File: src/rtl/ahb_resp_ctrl.sv
// ahb_resp_ctrl -- AHB-Lite slave response controller.
//
// Decodes a 4-bit region index from HADDR, checks each accepted transfer
// (region range, HSIZE, write protection) and shapes the data-phase response:
// a programmable number of wait states (extendable by a backend stall) for
// legal transfers, or the two-cycle AHB ERROR response for illegal ones.
//
// Ports
//   HCLK, HRESET         clock, asynchronous active-high reset
//   HSEL .. HREADY       AHB-Lite slave address-phase inputs
//   HREADYOUT, HRESP     data-phase response (HRESP: 0 OKAY, 1 ERROR)
//   wait_cfg             per-region wait count, region r at [r*WAIT_WIDTH +: WAIT_WIDTH]
//   region_ro            per-region write protect
//   stall_i              holds the final wait cycle while high
//   done_o               one-cycle pulse when a legal data phase completes
//   dp_addr_o/dp_write_o/dp_region_o  captured address-phase info of the current data phase
//   err_cnt_o            saturating count of ERROR responses
module ahb_resp_ctrl #(
    parameter int ADDR_WIDTH  = 32,
    parameter int NUM_REGIONS = 4,
    parameter int REGION_LSB  = 12,
    parameter int WAIT_WIDTH  = 4,
    parameter int MAX_SIZE    = 2
) (
    input  logic                              HCLK,
    input  logic                              HRESET,
    input  logic                              HSEL,
    input  logic [ADDR_WIDTH-1:0]             HADDR,
    input  logic [1:0]                        HTRANS,
    input  logic                              HWRITE,
    input  logic [2:0]                        HSIZE,
    input  logic                              HREADY,
    output logic                              HREADYOUT,
    output logic                              HRESP,
    input  logic [NUM_REGIONS*WAIT_WIDTH-1:0] wait_cfg,
    input  logic [NUM_REGIONS-1:0]            region_ro,
    input  logic                              stall_i,
    output logic                              done_o,
    output logic [ADDR_WIDTH-1:0]             dp_addr_o,
    output logic                              dp_write_o,
    output logic [3:0]                        dp_region_o,
    output logic [7:0]                        err_cnt_o
);

    typedef enum logic [1:0] {IDLE, NOT_READY, ERR1, ERR2} state_t;

    typedef struct packed {
        logic [ADDR_WIDTH-1:0] addr;
        logic                  write;
        logic [3:0]            region;
    } dp_req_t;

    state_t                state, state_nxt;
    logic [WAIT_WIDTH-1:0] cnt, cnt_nxt;
    logic                  pend, pend_nxt;   // a legal data phase is outstanding
    dp_req_t               dp;

    logic                  rdy;
    logic                  accept;
    logic [3:0]            idx;
    logic [WAIT_WIDTH-1:0] wsel;
    logic                  ro_hit;
    logic                  idx_bad, size_bad, xfer_err;

    // HTRANS[0] only separates NONSEQ from SEQ, which respond identically.
    logic unused_htrans0;
    assign unused_htrans0 = HTRANS[0];

    assign idx = HADDR[REGION_LSB +: 4];
    assign rdy = (state == IDLE) || (state == ERR2);

    // Acceptance is also gated by our own ready so a protocol-violating
    // HREADY=1 in the middle of our data phase cannot restart the FSM.
    assign accept = HSEL & HTRANS[1] & HREADY & rdy;

    // Region lookup; out-of-range indices select nothing (flagged below).
    always_comb begin
        wsel   = '0;
        ro_hit = 1'b0;
        for (int r = 0; r < NUM_REGIONS; r++) begin
            if (idx == 4'(r)) begin
                wsel   = wait_cfg[r*WAIT_WIDTH +: WAIT_WIDTH];
                ro_hit = region_ro[r];
            end
        end
    end

    assign idx_bad  = {1'b0, idx} >= 5'(NUM_REGIONS);
    assign size_bad = HSIZE > 3'(MAX_SIZE);
    assign xfer_err = idx_bad | size_bad | (HWRITE & ro_hit);

    always_comb begin
        state_nxt = state;
        cnt_nxt   = cnt;
        pend_nxt  = pend;
        case (state)
            IDLE, ERR2: begin
                // Completion cycle of any previous phase: fall back to IDLE
                // unless a new transfer is accepted right here.
                state_nxt = IDLE;
                pend_nxt  = 1'b0;
                cnt_nxt   = '0;
                if (accept) begin
                    if (xfer_err) begin
                        state_nxt = ERR1;
                    end else begin
                        pend_nxt = 1'b1;
                        if (wsel != '0) begin
                            state_nxt = NOT_READY;
                            cnt_nxt   = wsel;   // wait count frozen at acceptance
                        end
                    end
                end
            end
            NOT_READY: begin
                if (cnt > WAIT_WIDTH'(1)) begin
                    cnt_nxt = cnt - WAIT_WIDTH'(1);
                end else if (!stall_i) begin
                    state_nxt = IDLE;
                    cnt_nxt   = '0;
                end
            end
            ERR1:    state_nxt = ERR2;
            default: state_nxt = IDLE;
        endcase
    end

    always_ff @(posedge HCLK or posedge HRESET) begin
        if (HRESET) begin
            state <= IDLE;
            cnt   <= '0;
            pend  <= 1'b0;
        end else begin
            state <= state_nxt;
            cnt   <= cnt_nxt;
            pend  <= pend_nxt;
        end
    end

    always_ff @(posedge HCLK or posedge HRESET) begin
        if (HRESET) begin
            dp <= '0;
        end else if (accept) begin
            dp <= '{addr: HADDR, write: HWRITE, region: idx};
        end
    end

    always_ff @(posedge HCLK or posedge HRESET) begin
        if (HRESET) begin
            err_cnt_o <= '0;
        end else if (accept && xfer_err && err_cnt_o != 8'hFF) begin
            err_cnt_o <= err_cnt_o + 8'd1;
        end
    end

    assign HREADYOUT   = rdy;
    assign HRESP       = (state == ERR1) || (state == ERR2);
    assign done_o      = pend && (state == IDLE);
    assign dp_addr_o   = dp.addr;
    assign dp_write_o  = dp.write;
    assign dp_region_o = dp.region;

endmodule
File: config.mk
export PLATFORM = sky130hd
export DESIGN_NAME = ahb_resp_ctrl
export DESIGN_NICKNAME = d
export VERILOG_FILES = /design/src/rtl/ahb_resp_ctrl.sv
export SDC_FILE = /design/constraint.sdc
export NUM_CORES = 1
export LEC_CHECK = 0
export CORE_MARGIN = 2
export CORE_UTILIZATION = 42
export CTS_BUF_LIST = sky130_fd_sc_hd__clkbuf_16
export CTS_CLUSTER_DIAMETER = 50
export DETAILED_ROUTE_END_ITERATION = 10
export PLACE_DENSITY = 0.86
export SYNTH_ARGS = -nofsm -noshare
export SYNTH_HDL_FRONTEND = slang
export SYNTH_SLANG_ARGS = --single-unit
File: constraint.sdc
create_clock -name HCLK -period 3.2 [get_ports HCLK]
set_clock_uncertainty 0.1 [all_clocks]
set_input_delay 0.48 -clock HCLK [delete_from_list [all_inputs] [get_ports HCLK]]
set_output_delay 0.48 -clock HCLK [all_outputs]
set_load 0.03 [all_outputs]
==> impl_results.rst, run 1 <==
.. list-table::
   :header-rows: 1

   * - Metric
     - Value
   * - Top routing layer in use
     - met4
   * - Post-DP Area
     - 0.00349 mm²
   * - Post-layout net count
     - 422
   * - Post CTS Setup Buffer Count
     - 0
   * - Relative slew slack
     - 34.3%
   * - Chip height
     - 79.1 µm
   * - Sequential-to-total area share from yosys stat
     - 50.7%
   * - Cell type of the slowest stage on the worst timing path
     - clkdlybuf4s50_1
   * - Number of enable flip-flop cells after synthesis
     - 0
   * - Vias in the first global route
     - 2,158
   * - HP Class
     - reg -> reg
   * - Worst Setup Path Type
     - reg -> out
   * - Detailed route wirelength on metal3
     - 388 µm
   * - Top library cells by usage in the layout, fill and taps aside
     - 109 x clkdlybuf4s50_1, 105 x nand2_1, 48 x dfrtp_1
   * - Die footprint
     - 0.00626 mm²
   * - Sort of element at the start of the critical path
     - flop
   * - Number of H-tree levels
     - 2
   * - Top cell by count, worst path
     - inv_1
   * - Shortest period the worst path allows
     - 2.54 ns
   * - Register bit total from synthesis
     - 48
   * - Initial DRC count
     - 55
   * - Data arrival time of the critical path
     - 1.96 ns
   * - Area of the core
     - 0.00547 mm²
   * - Clk Latency, worst-skew pair
     - 0.28 ns
   * - Most common cell after layout, fill and taps aside
     - clkdlybuf4s50_1
   * - Avg Cell Area, Syn
     - 9.56 µm²
   * - Maximum number of pins on one net before global-route repair
     - 49
   * - Count of standard-cell rows
     - 27
   * - Count of boundary I/O pins
     - 111
   * - # fillers
     - 459
   * - Total global routing overflow
     - 0
   * - Largest delay contributor family on the critical path
     - buffers and inverters
   * - Maximum number of buffers from clock root to sink
     - 2
   * - CP max FO
     - 6
   * - Vias per inst
     - 4.92
   * - Number of antenna violations at the first check in global routing
     - 0
   * - Ys Warns
     - 0
   * - Layout cells sized above 1
     - 7.08%
   * - Starting density of the core
     - 43.3%
   * - Series of cell instances along the critical path
     - inv_1 > ha_1 > inv_1 > clkdlybuf4s50_1
   * - Global-route total usage across every layer
     - 19.1%
   * - Number of distinct library cells after synthesis
     - 41
   * - Number of buffer and inverter instances along the worst setup path
     - 3
   * - Cell area after synthesis
     - 0.00237 mm²
   * - Least-Margin Pin Slew
     - 0.984 ns
   * - Cells after synthesis
     - 248
   * - First-pass DRT Iterations
     - 4
   * - Peak per-stage delay on the critical path
     - 0.69 ns
   * - Met2 wire length
     - 2940 µm
   * - Final design instance area without fill
     - 0.00363 mm²
   * - Weighted congestion reported at the end of routability-driven placement
     - 0.785
   * - Port Buffer Count
     - 109
   * - Power density relative to cell area
     - 588 mW/mm²
   * - X dimension of the die
     - 79.1 µm
   * - Number of resized instances in the post-cts repair step
     - 0
   * - Count of max-cap constraint violations
     - 0
   * - Number of clock buffers inserted by TritonCTS
     - 5
   * - TritonCTS clock tree
     - built
   * - Number of sinks handled by clock tree synthesis
     - 48
   * - Placed wire-length estimate after detailed placement
     - 4250 µm
   * - Clock root cell
     - clkbuf_16
   * - Synth-to-layout area growth
     - 53.3%
   * - Antenna Diode Count
     - 0
   * - Final setup vio count
     - 0
   * - Synth async-reset ratio
     - 100%
   * - Maximum operating frequency
     - 393 MHz
   * - Number of design rule violations left after detail routing
     - 0
   * - Net count after synthesis
     - 318
   * - DR vias
     - 2,093
   * - Final hold viol count
     - 0
   * - Summed negative setup slack over all endpoints
     - 0 ns
   * - Required time of the critical path
     - 2.62 ns
   * - Post-route fraction of the period consumed by the critical path
     - 79.5%
   * - Number of nets still failing antenna checks after routing
     - 0
   * - Post-CTS clock slew at the launch and capture registers of the worst setup and hold paths
     - 0.07 ns
   * - Wire length of the first global-routing pass
     - 9590 µm
   * - Outcome
     - complete, no violations
   * - CP Capture Type
     - primary output
   * - WL/cell
     - 13.5 µm
   * - RSZ-0062 raised after global routing
     - false
   * - WL met1
     - 2380 µm
   * - Final routed wirelength across all metal layers
     - 5730 µm
   * - Number of buffers inserted by hold repair at cts
     - 0
   * - Top_reg_cell synth
     - dfrtp_1
   * - Max-slew violations
     - 0
   * - Standby leakage power
     - 0.00168 µW
   * - Largest vdd supply drop
     - 0.312 mV
[cells by family after synthesis]
logic type | share of synthesized area (%)
AOI/OAI and AO/OA | 5.76
adders and majority gates | 3.70
muxes | 8.34
buffers and inverters | 4.80
DFF | 50.7
and+or+nand+nor | 25.2
xor gates and xnor gates | 1.48
[stage by stage]
stage	std cells	hold WS [ns]	setup WS [ns]	utilization (%)	power, µW
CTS	425	0.377	0.647	66.4	2160
floorplan	248	0.364	1.06	-	1270
global route	425	0.395	0.571	66.4	2260
detailed placement	417	0.361	0.530	63.8	1650
finish	425	0.372	0.656	66.4	2140
global placement	417	0.357	0.574	63.8	1630
[sequential cells by signal (all words and copies together) (netlist names)]
| signal | cells |
|---|---|
| dp_write_o | 1 |
| err_cnt_o | 8 |
| dp_addr_o | 32 |
| cnt | 4 |
| state | 2 |
| pend | 1 |
[final timing paths]
| kind | from | endpoint | slack (ns) | cells after the start |
|---|---|---|---|---|
| setup reg to reg | state[0] | err_cnt_o[7] | 0.93 | 7 |
| hold reg to reg | dp_addr_o[19] | dp_addr_o[19] | 0.37 | 2 |
| setup / recovery | state[0] | HREADYOUT | 0.66 | 4 |
| max in group asynchronous | HRESET | cnt[2] | 1.74 | 2 |
| hold / removal | dp_addr_o[19] | dp_addr_o[19] | 0.37 | 2 |
| min in group asynchronous | HRESET | dp_addr_o[23] | 0.64 | 2 |
[power breakdown]
group / internal, µW / switching [µW]
Combinational: 368 / 450
Clock: 288 / 219
Sequential: 724 / 86.8
[synthesized netlist by cell type (all sizes together), types with 4 or more instances]
library cell  instances  area, µm²
clkbuf                8       31.3
mux2i                 4       40.0
xor2                  4       35.0
nor4                  4       31.3
inv                   6       22.5
buf                   8       60.1
dfrtp                48       1200
nor2                  9       33.8
nand2               105        394
ha                    7       87.6
nor3                  5       30.0
mux4                  5        113
[tightest hold or removal path, cell delays in order (launching register included)]
cell     delay, ns
dfrtp_1       0.34
nand2_1       0.05
nand2_1       0.06
[final cells by class]
cell class	instances	area, µm²	share of cell area, %
Inverter	6	22.5	0.620
Tap cell	72	90.1	2.48
Clock buffer	5	125	3.44
Timing Repair Buffer	113	1120	30.9
Sequential cell	48	1200	33.1
Multi-Input combinational cell	178	1050	29.0
Clock inverter	3	18.8	0.517
[metal layers]
metal	vias to the layer above	GRT usage (%)
met5	-	0
met2	74	34.9
met4	0	3.62
met1	991	22.8
li1	1026	-
met3	2	5.00
Note: power is estimated with default switching activity, not from simulation.
==> run 2: changes to the inputs <==
- CORE_UTILIZATION: 42 -> 41
- PLACE_DENSITY: 0.86 -> 0.84
- clock period: 3.2 -> 2.4 ns (I/O delays scaled with it)
==> impl_results.rst, run 2 (synthesized netlist as in run 1, its figures left out) <==
.. list-table::
   :header-rows: 1

   * - Metric
     - Value
   * - Final design instance area without fill
     - 0.00373 mm²
   * - Number of buffers inserted by hold repair at cts
     - 0
   * - Reg-to-reg slack, setup
     - 0.24 ns
   * - Required time of the critical path
     - 1.94 ns
   * - CP Capture Type
     - primary output
   * - Maximum number of buffers from clock root to sink
     - 2
   * - Final routed wirelength across all metal layers
     - 5720 µm
   * - Sort of element at the start of the critical path
     - flop
   * - Post-DP Area
     - 0.00358 mm²
   * - Post-route fraction of the period consumed by the critical path
     - 96.8%
   * - Starting density of the core
     - 42.8%
   * - Max-slew violations
     - 0
   * - Area of the core
     - 0.00554 mm²
   * - Number of design rule violations left after detail routing
     - 0
   * - CP max FO
     - 3
   * - Count of cells along the worst register-to-register path
     - 7
   * - Post-layout net count
     - 432
   * - Power density relative to cell area
     - 765 mW/mm²
   * - Count of boundary I/O pins
     - 111
   * - Shortest period the worst path allows
     - 2.32 ns
   * - Maximum operating frequency
     - 430 MHz
   * - DR vias
     - 2,131
   * - Post-CTS clock slew at the launch and capture registers of the worst setup and hold paths
     - 0.06 ns
   * - Die footprint
     - 0.00640 mm²
   * - Data arrival time of the critical path
     - 1.86 ns
   * - Relative slew slack
     - 73.8%
   * - Worst Setup Path Type
     - reg -> out
   * - Largest vdd supply drop
     - 0.656 mV
   * - Clk Latency, worst-skew pair
     - 0.28 ns
   * - Number of antenna violations at the first check in global routing
     - 0
   * - Final setup vio count
     - 0
   * - Count of max-cap constraint violations
     - 0
   * - CP startpoint
     - state[0]
   * - Post CTS Setup Buffer Count
     - 0
   * - Wire length of the first global-routing pass
     - 9210 µm
   * - Final Core Density
     - 67.3%
   * - # fillers
     - 460
   * - Total global routing overflow
     - 0
   * - RSZ-0062 raised after global routing
     - false
   * - HP Class
     - in -> async
   * - Top library cells by usage in the layout, fill and taps aside
     - 108 x clkdlybuf4s50_1, 105 x nand2_1, 48 x dfrtp_1
   * - Outcome
     - complete, no violations
   * - Initial DRC count
     - 47
   * - Antenna Diode Count
     - 0
   * - Maximum number of pins on one net before global-route repair
     - 21
   * - Synth-to-layout area growth
     - 57.2%
   * - Number of clock buffers inserted by TritonCTS
     - 5
   * - TritonCTS clock tree
     - built
   * - Weighted congestion reported at the end of routability-driven placement
     - 0.802
   * - Startpoint of the worst-slack reg-to-reg timing path
     - state[0]
   * - Least-Margin Pin Slew
     - 0.382 ns
   * - Final hold viol count
     - 0
   * - Chip height
     - 80.0 µm
   * - Vias per inst
     - 4.90
   * - Number of sinks handled by clock tree synthesis
     - 48
   * - Vias in the first global route
     - 2,052
   * - Layout cells sized above 1
     - 9.92%
   * - X dimension of the die
     - 80.0 µm
   * - Placed wire-length estimate after detailed placement
     - 4520 µm
   * - Count of standard-cell rows
     - 27
   * - Port Buffer Count
     - 109
   * - Max FFs per register
     - 32
   * - Most common cell after layout, fill and taps aside
     - clkdlybuf4s50_1
   * - Clock root cell
     - clkbuf_16
   * - Global-route total usage across every layer
     - 18.2%
   * - First-pass DRT Iterations
     - 4
   * - Endpoint of the most critical register-to-register path
     - err_cnt_o[4]
   * - WL/cell
     - 13.1 µm
   * - Standby leakage power
     - 0.00173 µW
   * - Number of nets still failing antenna checks after routing
     - 0
   * - Number of H-tree levels
     - 2
==> run 2: changes by cell type in the layout (fill, tap and decap cells not counted), sizes merged <==
| cell | delta |
|---|---|
| dlygate4sd2 | +1 |
| clkdlybuf4s50 | -1 |
| buf | +10 |
==> run 2: power by group <==
group | internal [µW] | switching, µW | total (µW)
logic | 502 | 600 | 1100
clock network | 383 | 278 | 662
registers | 966 | 122 | 1090
==> run 2: critical path: stages, from the launching register on <==
cell,delay [ns]
dfrtp_1,0.38
inv_1,0.09
ha_1,0.22
or2_2,0.30
clkdlybuf4s50_1,0.60
==> run 2: layout make-up <==
class                      count  area, µm²  share of cell area [%]
inverter                       6       22.5                   0.604
clock buffer                   5        125                    3.36
clock inverter                 3       18.8                   0.504
tap                           72       90.1                    2.42
timing repair buffer         123       1210                    32.4
sequential                    48       1200                    32.2
multi-input combinational    178       1060                    28.5
==> run 2: per-stage QoR <==
| step | instances | power (µW) | hold WS, ns | setup WS, ns | setup TNS, ns |
|---|---|---|---|---|---|
| 3_3_place_gp | 427 | 2180 | 0.356 | -0.0271 | -0.0597 |
| 4_1_cts | 435 | 2890 | 0.310 | 0.0692 | 0 |
| 2_1_floorplan | 248 | 1690 | 0.364 | 0.262 | 0 |
| 3_5_place_dp | 427 | 2220 | 0.362 | -0.0392 | -0.138 |
| 6_report | 435 | 2850 | 0.292 | 0.0763 | 0 |
| 5_1_grt | 435 | 3010 | 0.338 | 0.0235 | 0 |
==> run 2: routing by layer <==
layer	up-vias	global-route usage [%]	wire (µm)
li1	1052	-	-
met1	993	22.6	2400
met2	80	31.9	2850
met3	6	3.62	382
met4	0	5.59	81
met5	-	0	0
==> run 2: repair_timing <==
item                                    4_1_cts  5_1_grt
gates resized for setup                       1        1
endpoints found under the setup margin        1        1
endpoints found under the hold margin         0        0
pin swaps                                     0        0
==> run 2: how the worst max path moves through the flow <==
stage                         to  slack (ns)  cells after the start
global route               HRESP        0.02                      4
CTS                        HRESP        0.07                      4
floorplan           err_cnt_o[5]        0.26                      7
global placement    err_cnt_o[1]       -0.03                      6
finish                     HRESP        0.08                      4
detailed placement  err_cnt_o[1]       -0.04                      6
